==> config.mk <==
export PLATFORM = sky130hd
export DESIGN_NAME = upsample_engine_flat
export DESIGN_NICKNAME = d
export VERILOG_FILES = /design/src/rtl/upsample_pkg.sv /design/src/rtl/upsample_if.sv /design/src/rtl/upsample_skid_fifo.sv /design/src/rtl/upsample_engine.sv /design/src/flat_wrapper.sv
export SDC_FILE = /design/constraint.sdc
export NUM_CORES = 1
export LEC_CHECK = 0
export CAP_MARGIN = 25
export CORE_UTILIZATION = 35
export CTS_CLUSTER_DIAMETER = 50
export CTS_CLUSTER_SIZE = 16
export DETAILED_ROUTE_END_ITERATION = 8
export PLACE_DENSITY_LB_ADDON = 0.05
export SYNTH_ARGS = -nofsm -noshare
export SYNTH_HDL_FRONTEND = slang
export SYNTH_SLANG_ARGS = --single-unit
==> constraint.sdc <==
create_clock -name clk -period 9.25 [get_ports clk]
set_input_delay 2.775 -clock clk [delete_from_list [all_inputs] [get_ports clk]]
set_output_delay 2.775 -clock clk [all_outputs]
set_load 0.01 [all_outputs]
==> src/rtl/upsample_pkg.sv <==
// ==========================================================================
// upsample_pkg: shared mode/state constants and size helper | Rev 1.0
// ==========================================================================
`default_nettype none

package upsample_pkg;

    localparam logic [1:0] MODE_NEAREST = 2'd0;
    localparam logic [1:0] MODE_ZERO    = 2'd1;

    localparam logic [2:0] ST_IDLE  = 3'd0;
    localparam logic [2:0] ST_CHECK = 3'd1;
    localparam logic [2:0] ST_RUN   = 3'd2;
    localparam logic [2:0] ST_DRAIN = 3'd3;
    localparam logic [2:0] ST_FIN   = 3'd4;

    // Input plane side for a size code.
    function automatic logic [31:0] side_of(input logic [2:0] code);
        return 32'd4 << code;
    endfunction

endpackage

`default_nettype wire

==> src/rtl/upsample_if.sv <==
// ==========================================================================
// upsample_if: control, input-RAM read port and output stream bundle | Rev 1.0
// ==========================================================================
`default_nettype none

interface upsample_if #(
    parameter int DATA_W = 16,
    parameter int ADDR_W = 14,
    parameter int CH_W   = 8
) ();
    logic              start;
    logic [1:0]        mode;
    logic [2:0]        size_code;
    logic [CH_W-1:0]   num_ch_m1;
    logic              busy;
    logic              done;
    logic              err;

    logic              rd_en;
    logic [ADDR_W-1:0] addr_input;
    logic [CH_W-1:0]   in_ch;
    logic [DATA_W-1:0] t_data_in;

    logic              out_valid;
    logic              out_ready;
    logic [DATA_W-1:0] t_data_out;
    logic [ADDR_W-1:0] addr_output;
    logic [CH_W-1:0]   out_ch;

    modport master (
        input  start, mode, size_code, num_ch_m1, t_data_in, out_ready,
        output busy, done, err, rd_en, addr_input, in_ch,
               out_valid, t_data_out, addr_output, out_ch
    );

    modport slave (
        output start, mode, size_code, num_ch_m1, t_data_in, out_ready,
        input  busy, done, err, rd_en, addr_input, in_ch,
               out_valid, t_data_out, addr_output, out_ch
    );
endinterface

`default_nettype wire

==> src/rtl/upsample_skid_fifo.sv <==
// ==========================================================================
// upsample_skid_fifo: 2-entry FIFO with occupancy, push and pop same cycle | Rev 1.0
// ==========================================================================
`default_nettype none

module upsample_skid_fifo #(
    parameter int WIDTH = 39
) (
    input  logic             clk,
    input  logic             rst,
    input  logic             push,
    input  logic [WIDTH-1:0] push_data,
    input  logic             pop,
    output logic [WIDTH-1:0] head,
    output logic [1:0]       count
);
    logic [WIDTH-1:0] r_mem [2];
    logic             r_wr;
    logic             r_rd;
    logic [1:0]       r_count;
    logic             w_push;
    logic             w_pop;

    assign w_pop  = pop && (r_count != 2'd0);
    assign w_push = push && ((r_count != 2'd2) || w_pop);
    assign head   = r_mem[r_rd];
    assign count  = r_count;

    always_ff @(posedge clk) begin
        if (w_push) begin
            r_mem[r_wr] <= push_data;
        end
    end

    always_ff @(posedge clk or posedge rst) begin
        if (rst) begin
            r_wr    <= 1'b0;
            r_rd    <= 1'b0;
            r_count <= 2'd0;
        end else begin
            if (w_push) begin
                r_wr <= ~r_wr;
            end
            if (w_pop) begin
                r_rd <= ~r_rd;
            end
            case ({w_push, w_pop})
                2'b10:   r_count <= r_count + 2'd1;
                2'b01:   r_count <= r_count - 2'd1;
                default: r_count <= r_count;
            endcase
        end
    end
endmodule

`default_nettype wire

==> src/rtl/upsample_engine.sv <==
// ==========================================================================
// upsample_engine: 2x nearest / zero-insert upsampler over C channel planes | Rev 1.0
// ==========================================================================
`default_nettype none

module upsample_engine
    import upsample_pkg::*;
#(
    parameter int DATA_W        = 16,
    parameter int ADDR_W        = 14,
    parameter int MAX_SIZE_LOG2 = 4,
    parameter int CH_W          = 8
) (
    input  logic       clk,
    input  logic       rst,
    upsample_if.master bus
);
    localparam int         CW         = MAX_SIZE_LOG2 + 3;
    localparam int         FW         = DATA_W + ADDR_W + CH_W + 1;
    localparam logic [2:0] C_MAX_CODE = 3'(MAX_SIZE_LOG2);

    logic [2:0]        r_state;
    logic [1:0]        r_mode;
    logic [2:0]        r_size;
    logic [CH_W-1:0]   r_nch;
    logic              r_bad;
    logic [CW-1:0]     r_ox;
    logic [CW-1:0]     r_oy;
    logic [CH_W-1:0]   r_ch;

    logic              r_fl_valid;
    logic [ADDR_W-1:0] r_fl_addr;
    logic [CH_W-1:0]   r_fl_ch;
    logic              r_fl_zero;

    logic [1:0]        w_count;
    logic [FW-1:0]     w_head;
    logic              w_valid;
    logic              w_pop;
    logic              w_rd;
    logic [2:0]        w_occ;
    logic [CW-1:0]     w_last;
    logic              w_last_read;
    logic [ADDR_W-1:0] w_rd_addr;
    logic [ADDR_W-1:0] w_out_addr;
    logic [DATA_W-1:0] w_head_data;
    logic [ADDR_W-1:0] w_head_addr;
    logic [CH_W-1:0]   w_head_ch;
    logic              w_head_zero;

    assign w_last      = CW'(2 * side_of(r_size) - 1);
    assign w_last_read = (r_ox == w_last) && (r_oy == w_last) && (r_ch == r_nch);
    assign w_rd_addr   = (ADDR_W'(r_oy >> 1) << (r_size + 3'd2)) | ADDR_W'(r_ox >> 1);
    assign w_out_addr  = (ADDR_W'(r_oy) << (r_size + 3'd3)) | ADDR_W'(r_ox);

    // Credit counts the word leaving this cycle, so a full pipe still issues one read per cycle.
    assign w_valid = (w_count != 2'd0);
    assign w_pop   = w_valid && bus.out_ready;
    assign w_occ   = {1'b0, w_count} + {2'b00, r_fl_valid} - {2'b00, w_pop};
    assign w_rd    = (r_state == ST_RUN) && (w_occ < 3'd2);

    assign bus.rd_en      = w_rd;
    assign bus.addr_input = w_rd_addr;
    assign bus.in_ch      = r_ch;
    assign bus.busy       = (r_state != ST_IDLE);
    assign bus.done       = (r_state == ST_FIN);
    assign bus.err        = (r_state == ST_FIN) && r_bad;

    always_ff @(posedge clk or posedge rst) begin
        if (rst) begin
            r_state <= ST_IDLE;
            r_mode  <= 2'd0;
            r_size  <= 3'd0;
            r_nch   <= '0;
            r_bad   <= 1'b0;
            r_ox    <= '0;
            r_oy    <= '0;
            r_ch    <= '0;
        end else begin
            case (r_state)
                ST_IDLE: begin
                    if (bus.start) begin
                        r_mode  <= bus.mode;
                        r_size  <= bus.size_code;
                        r_nch   <= bus.num_ch_m1;
                        r_bad   <= 1'b0;
                        r_state <= ST_CHECK;
                    end
                end
                ST_CHECK: begin
                    if ((r_size > C_MAX_CODE) || (r_mode > MODE_ZERO)) begin
                        r_bad   <= 1'b1;
                        r_state <= ST_FIN;
                    end else begin
                        r_ox    <= '0;
                        r_oy    <= '0;
                        r_ch    <= '0;
                        r_state <= ST_RUN;
                    end
                end
                ST_RUN: begin
                    if (w_rd) begin
                        if (r_ox == w_last) begin
                            r_ox <= '0;
                            if (r_oy == w_last) begin
                                r_oy <= '0;
                                r_ch <= r_ch + 1'b1;
                            end else begin
                                r_oy <= r_oy + 1'b1;
                            end
                        end else begin
                            r_ox <= r_ox + 1'b1;
                        end
                        if (w_last_read) begin
                            r_state <= ST_DRAIN;
                        end
                    end
                end
                ST_DRAIN: begin
                    if ((w_count == 2'd0) && !r_fl_valid) begin
                        r_state <= ST_FIN;
                    end
                end
                ST_FIN:  r_state <= ST_IDLE;
                default: r_state <= ST_IDLE;
            endcase
        end
    end

    // Sideband for the read in flight; joins its RAM word at the capture edge.
    always_ff @(posedge clk or posedge rst) begin
        if (rst) begin
            r_fl_valid <= 1'b0;
            r_fl_addr  <= '0;
            r_fl_ch    <= '0;
            r_fl_zero  <= 1'b0;
        end else begin
            r_fl_valid <= w_rd;
            if (w_rd) begin
                r_fl_addr <= w_out_addr;
                r_fl_ch   <= r_ch;
                r_fl_zero <= (r_mode != MODE_NEAREST) && (r_ox[0] || r_oy[0]);
            end
        end
    end

    upsample_skid_fifo #(
        .WIDTH(FW)
    ) u_skid (
        .clk      (clk),
        .rst      (rst),
        .push     (r_fl_valid),
        .push_data({bus.t_data_in, r_fl_addr, r_fl_ch, r_fl_zero}),
        .pop      (w_pop),
        .head     (w_head),
        .count    (w_count)
    );

    assign w_head_data = w_head[FW-1 -: DATA_W];
    assign w_head_addr = w_head[CH_W+1 +: ADDR_W];
    assign w_head_ch   = w_head[1 +: CH_W];
    assign w_head_zero = w_head[0];

    assign bus.out_valid   = w_valid;
    assign bus.t_data_out  = (w_valid && !w_head_zero) ? w_head_data : '0;
    assign bus.addr_output = w_valid ? w_head_addr : '0;
    assign bus.out_ch      = w_valid ? w_head_ch : '0;
endmodule

`default_nettype wire

==> src/flat_wrapper.sv <==
// flat-port wrapper written by rule: the top's interface ports become plain ports
module upsample_engine_flat import upsample_pkg::*;
#(
    parameter int DATA_W        = 16,
    parameter int ADDR_W        = 14,
    parameter int MAX_SIZE_LOG2 = 4,
    parameter int CH_W          = 8
)
  (clk, rst, bus_start, bus_mode, bus_size_code, bus_num_ch_m1, bus_t_data_in, bus_out_ready, bus_busy, bus_done, bus_err, bus_rd_en, bus_addr_input, bus_in_ch, bus_out_valid, bus_t_data_out, bus_addr_output, bus_out_ch);
  upsample_if #(.DATA_W(DATA_W), .ADDR_W(ADDR_W), .CH_W(CH_W)) bus_i ();
  input  logic clk;
  input  logic rst;
  input wire logic [$bits(bus_i.start)-1:0] bus_start;
  input wire logic [$bits(bus_i.mode)-1:0] bus_mode;
  input wire logic [$bits(bus_i.size_code)-1:0] bus_size_code;
  input wire logic [$bits(bus_i.num_ch_m1)-1:0] bus_num_ch_m1;
  input wire logic [$bits(bus_i.t_data_in)-1:0] bus_t_data_in;
  input wire logic [$bits(bus_i.out_ready)-1:0] bus_out_ready;
  output wire logic [$bits(bus_i.busy)-1:0] bus_busy;
  output wire logic [$bits(bus_i.done)-1:0] bus_done;
  output wire logic [$bits(bus_i.err)-1:0] bus_err;
  output wire logic [$bits(bus_i.rd_en)-1:0] bus_rd_en;
  output wire logic [$bits(bus_i.addr_input)-1:0] bus_addr_input;
  output wire logic [$bits(bus_i.in_ch)-1:0] bus_in_ch;
  output wire logic [$bits(bus_i.out_valid)-1:0] bus_out_valid;
  output wire logic [$bits(bus_i.t_data_out)-1:0] bus_t_data_out;
  output wire logic [$bits(bus_i.addr_output)-1:0] bus_addr_output;
  output wire logic [$bits(bus_i.out_ch)-1:0] bus_out_ch;
  assign bus_i.start = bus_start;
  assign bus_i.mode = bus_mode;
  assign bus_i.size_code = bus_size_code;
  assign bus_i.num_ch_m1 = bus_num_ch_m1;
  assign bus_i.t_data_in = bus_t_data_in;
  assign bus_i.out_ready = bus_out_ready;
  assign bus_busy = bus_i.busy;
  assign bus_done = bus_i.done;
  assign bus_err = bus_i.err;
  assign bus_rd_en = bus_i.rd_en;
  assign bus_addr_input = bus_i.addr_input;
  assign bus_in_ch = bus_i.in_ch;
  assign bus_out_valid = bus_i.out_valid;
  assign bus_t_data_out = bus_i.t_data_out;
  assign bus_addr_output = bus_i.addr_output;
  assign bus_out_ch = bus_i.out_ch;
  upsample_engine #(.DATA_W(DATA_W), .ADDR_W(ADDR_W), .MAX_SIZE_LOG2(MAX_SIZE_LOG2), .CH_W(CH_W)) u_core (.clk(clk), .rst(rst), .bus(bus_i));
endmodule
==> flow_summary.json <==
{
  "status": "complete, no violations",
  "final_common_cell": "clkdlybuf4s50_1",
  "layout_min_cycle_time_ns": 8.35,
  "wire_length_of_the_first_global_routing_pass_um": 25600,
  "cts_root_buf": "clkbuf_16",
  "synthesis.nets": 659,
  "syn_area_um2": 6900,
  "cts_repair_resize_count": 0,
  "routed_via_density": 5.00,
  "report.power.total_mw": 2.74,
  "share_of_cells_above_drive_strength_1_pct": 9.23,
  "drv.max_cap_violation_count": 0,
  "cellInternalPower_mw": 1.79,
  "reg2regPathDepth": 8,
  "path_class": "input port to output port",
  "antenna_left": 0,
  "timing_worst_slew_pin_value_ns": 1.00,
  "drt_iter0_drc": 256,
  "cts.repair_timing.setup_buffer_count": 0,
  "synthesis.yosys.warnings": 0,
  "worstHoldStart": "u_core.r_fl_addr[0]",
  "synthCells": 614,
  "synth.lib_cells_used.distinct": 57,
  "ir_drop_uv": 158,
  "fin_worst_skew_ns": 0.00727,
  "dr_wl_met3_um": 662,
  "critPathRequiredTime_ns": 6.48,
  "port_buffers": 96,
  "dr_total_vias": 4871,
  "ioPinCount": 98,
  "clkPwrFrac_pct": 27.3,
  "crit_path_top_delay_cell": "clkdlybuf4s50_1",
  "place.gp.congestion": 0.833,
  "cp.buffers_inverters": 4,
  "cell_breakdown_of_the_critical_path": "clkdlybuf4s50_1 > and2_1 > ha_1 > nor2b_1 > fa_1 > nor2_1 > nand2_1 > buf_4 > inv_1 > clkdlybuf4s50_1",
  "n_antenna_cell": 0,
  "relSlewSlack_pct": 32.9,
  "first_global_vias": 4880,
  "placement_rows": 50,
  "start_util_pct": 36.3,
  "drtPass1Iterations": 4,
  "post_drt_wl_per_cell_um": 16.0,
  "hold_violations": 0,
  "synth_async_sr_flop_share_pct": 46.2,
  "maxUsedRoutingLayer": "met4",
  "power_frac_comb_pct": 37.8,
  "syn2layout_area_growth_pct": 27.7,
  "tritoncts.num_buffers": 17,
  "remaining_drc_errors": 0,
  "clock_tree.htree_level_count": 4,
  "setup_viol": 0,
  "power.density_nw_per_um2": 311,
  "dieWidth_um": 142,
  "regToRegSetupSlack_ns": 5.14,
  "hold_buffers": 0,
  "worstReg2RegEnd": "u_core.r_state[1]",
  "final_util_pct": 46.3,
  "netSwitchingFraction_pct": 34.5,
  "synth.yosys.seq_area_share_pct": 58.2,
  "cts_max_path_buffers": 2,
  "timing.fmax_ghz": 0.120,
  "leakagePower_nw": 3.50,
  "dp.final_hpwl_um": 10600,
  "totalWireLength_um": 15600,
  "die_area_um2": 20300,
  "endpoint_kind": "output port",
  "mostFrequentLayoutCells": "clkdlybuf4s50_1 (96), edfxtp_1 (78), nand2_1 (74)",
  "antenna_found_initial": 0,
  "synth_seq_cells": 145,
  "fp.dieH_um": 142,
  "grt_setup_unrepaired": "false",
  "holdCritPathClass": "register to register",
  "synthesis.area_per_instance_um2": 11.2,
  "cts_tree": "yes",
  "timing.setup.tns_ns": 0,
  "clkSlewWorstSetupHoldPaths_ns": 0.06,
  "critPathTopFamily": "buffers and inverters",
  "post-route-period-util_pct": 90.3,
  "placement.setup.worst_slack_ns": 0.869,
  "synthFlopType": "edfxtp_1",
  "cts_sinks": 145,
  "cp_common_cell": "clkdlybuf4s50_1",
  "clk-insertion-delay-late_ns": 0.42,
  "timing.hold.worst_path_depth": 0,
  "global_route.overflow_total": 0,
  "pwr-share-seq_pct": 34.9,
  "design.final.nets": 748,
  "core_area_um2": 19000,
  "grt_usage_pct": 16.5,
  "timing.critical_path.from_type": "input port",
  "arrival_ns": 5.58,
  "min_to": "u_core.u_skid.r_mem[0][9]",
  "met2_wirelength_um": 7190,
  "critical_path.reg2reg.startpoint": "u_core.r_size[0]",
  "report.final.slew_viol_count": 0,
  "layout_setup_ws_ns": 0.899,
  "number_of_flops_mapped_to_enable_cells_by_yosys": 78,
  "p_switching_mw": 0.946,
  "met1Wirelength_um": 7410,
  "grt_max_degree": 68,
  "timing.critical_path.fanout_max": 26,
  "max_stage_delay_ns": 0.54
}
-- worst register-to-register path: stages, from the launching register on --
cell and delay (ns):
dfrtp_1 0.75, clkinv_1 0.49, ha_1 0.41, o31a_1 0.30, or4_4 0.44, a2111oi_4 0.47
nor2_2 0.22, or4_4 0.60, mux2_4 0.31
-- Yosys cell counts (2+ instances only) --
cell type  instances  area [µm²]
edfxtp_1          78        2340
or4_4              2        22.5
xnor2_1            5        43.8
o31ai_1           12        90.1
ha_1              11         138
nand2_1           74         278
o41ai_1            2        17.5
nand3_1           17        85.1
nor3_1             9        45.0
o22ai_1            7        43.8
a311o_1            2        20.0
clkbuf_1          27         101
a21oi_1           25         125
a31oi_1            3        18.8
and3_1             7        43.8
inv_1             14        52.6
nor2_1            72         270
nor2b_1            4        25.0
or4_1              5        37.5
mux2_2            15         169
xnor3_1            2        45.0
nor4_1             4        25.0
a211oi_1           4        30.0
nand4_1            4        25.0
and2_1             2        12.5
o21bai_1           3        22.5
dfrtp_1           67        1680
o31a_1             2        17.5
nand2b_1           4        25.0
a21boi_0           2        15.0
buf_1              7        26.3
nor3b_1            3        22.5
xor2_1            14         123
mux2i_1           47         470
or3_1              3        18.8
o21ai_0           32         160
nand3b_1           3        22.5
-- flip-flops by register name, summed over array words and instances, names as in the netlist --
name / cells
u_core.u_skid.r_mem: 78
u_core.r_state: 3
u_core.u_skid.count: 2
u_core.bus.in_ch: 8
u_core.u_skid.r_rd: 1
u_core.r_size: 3
u_core.r_oy: 7
u_core.r_fl_addr: 14
u_core.r_mode: 2
u_core.r_ox: 7
u_core.r_nch: 8
u_core.r_fl_valid: 1
u_core.u_skid.r_wr: 1
u_core.r_fl_ch: 8
u_core.r_fl_zero: 1
u_core.r_bad: 1
-- per-layer routing --
metal | global-route usage [%] | vias to the layer above
met2 | 26.7 | 132
li1 | - | 2393
met5 | 0 | -
met3 | 3.67 | 23
met4 | 7.13 | 0
met1 | 21.4 | 2323
-- cell type report --
type | count | area (µm²)
Multi-Input combinational cell | 419 | 2710
Tap cell | 260 | 325
Clock inverter | 13 | 210
Clock buffer | 18 | 429
Timing Repair Buffer | 105 | 1060
Sequential cell | 145 | 4020
Fill cell | 1784 | 10200
Inverter | 15 | 56.3
-- power groups by stage --
| stage | logic (mW) | clock network [mW] | registers, mW |
|---|---|---|---|
| 2_1_floorplan | 0.719 | 0 | 0.892 |
| 3_3_place_gp | 1.02 | 0 | 0.963 |
| 3_5_place_dp | 1.04 | 0 | 0.969 |
| 4_1_cts | 1.05 | 0.766 | 0.956 |
| 5_1_grt | 1.15 | 0.795 | 0.978 |
| 6_report | 1.04 | 0.748 | 0.956 |
-- metrics by stage --
step                area (µm²)  hold WS [ns]  instances
finish                    8810         0.475        975
global route              8810         0.484        975
CTS                       8790         0.478        974
detailed placement        8160         0.463        943
floorplan                 6900         0.442        614
global placement          8110         0.453        940
-- how the worst max path moves through the flow --
stage / slack (ns) / cells after the start / startpoint / to
2_1_floorplan: 1.61 / 9 / bus_out_ready / bus_rd_en
3_3_place_gp: 0.92 / 10 / bus_out_ready / bus_rd_en
3_5_place_dp: 0.87 / 10 / bus_out_ready / bus_rd_en
4_1_cts: 0.86 / 10 / bus_out_ready / bus_rd_en
5_1_grt: 0.64 / 10 / bus_out_ready / bus_rd_en
6_report: 0.90 / 10 / bus_out_ready / bus_rd_en
-- logic make-up (layout without fill, tap and decap cells) --
family	count (synthesis)	after routing	synth area share [%]
buf+inv	50	151	2.77
flops	145	145	58.2
mux	63	63	9.48
fa+ha+maj	12	12	2.28
other cells	1	1	0.0543
compound gates	104	104	9.65
simple gates	218	218	14.5
xor+xnor	21	21	3.06
Power figures use the tool's default switching activity.
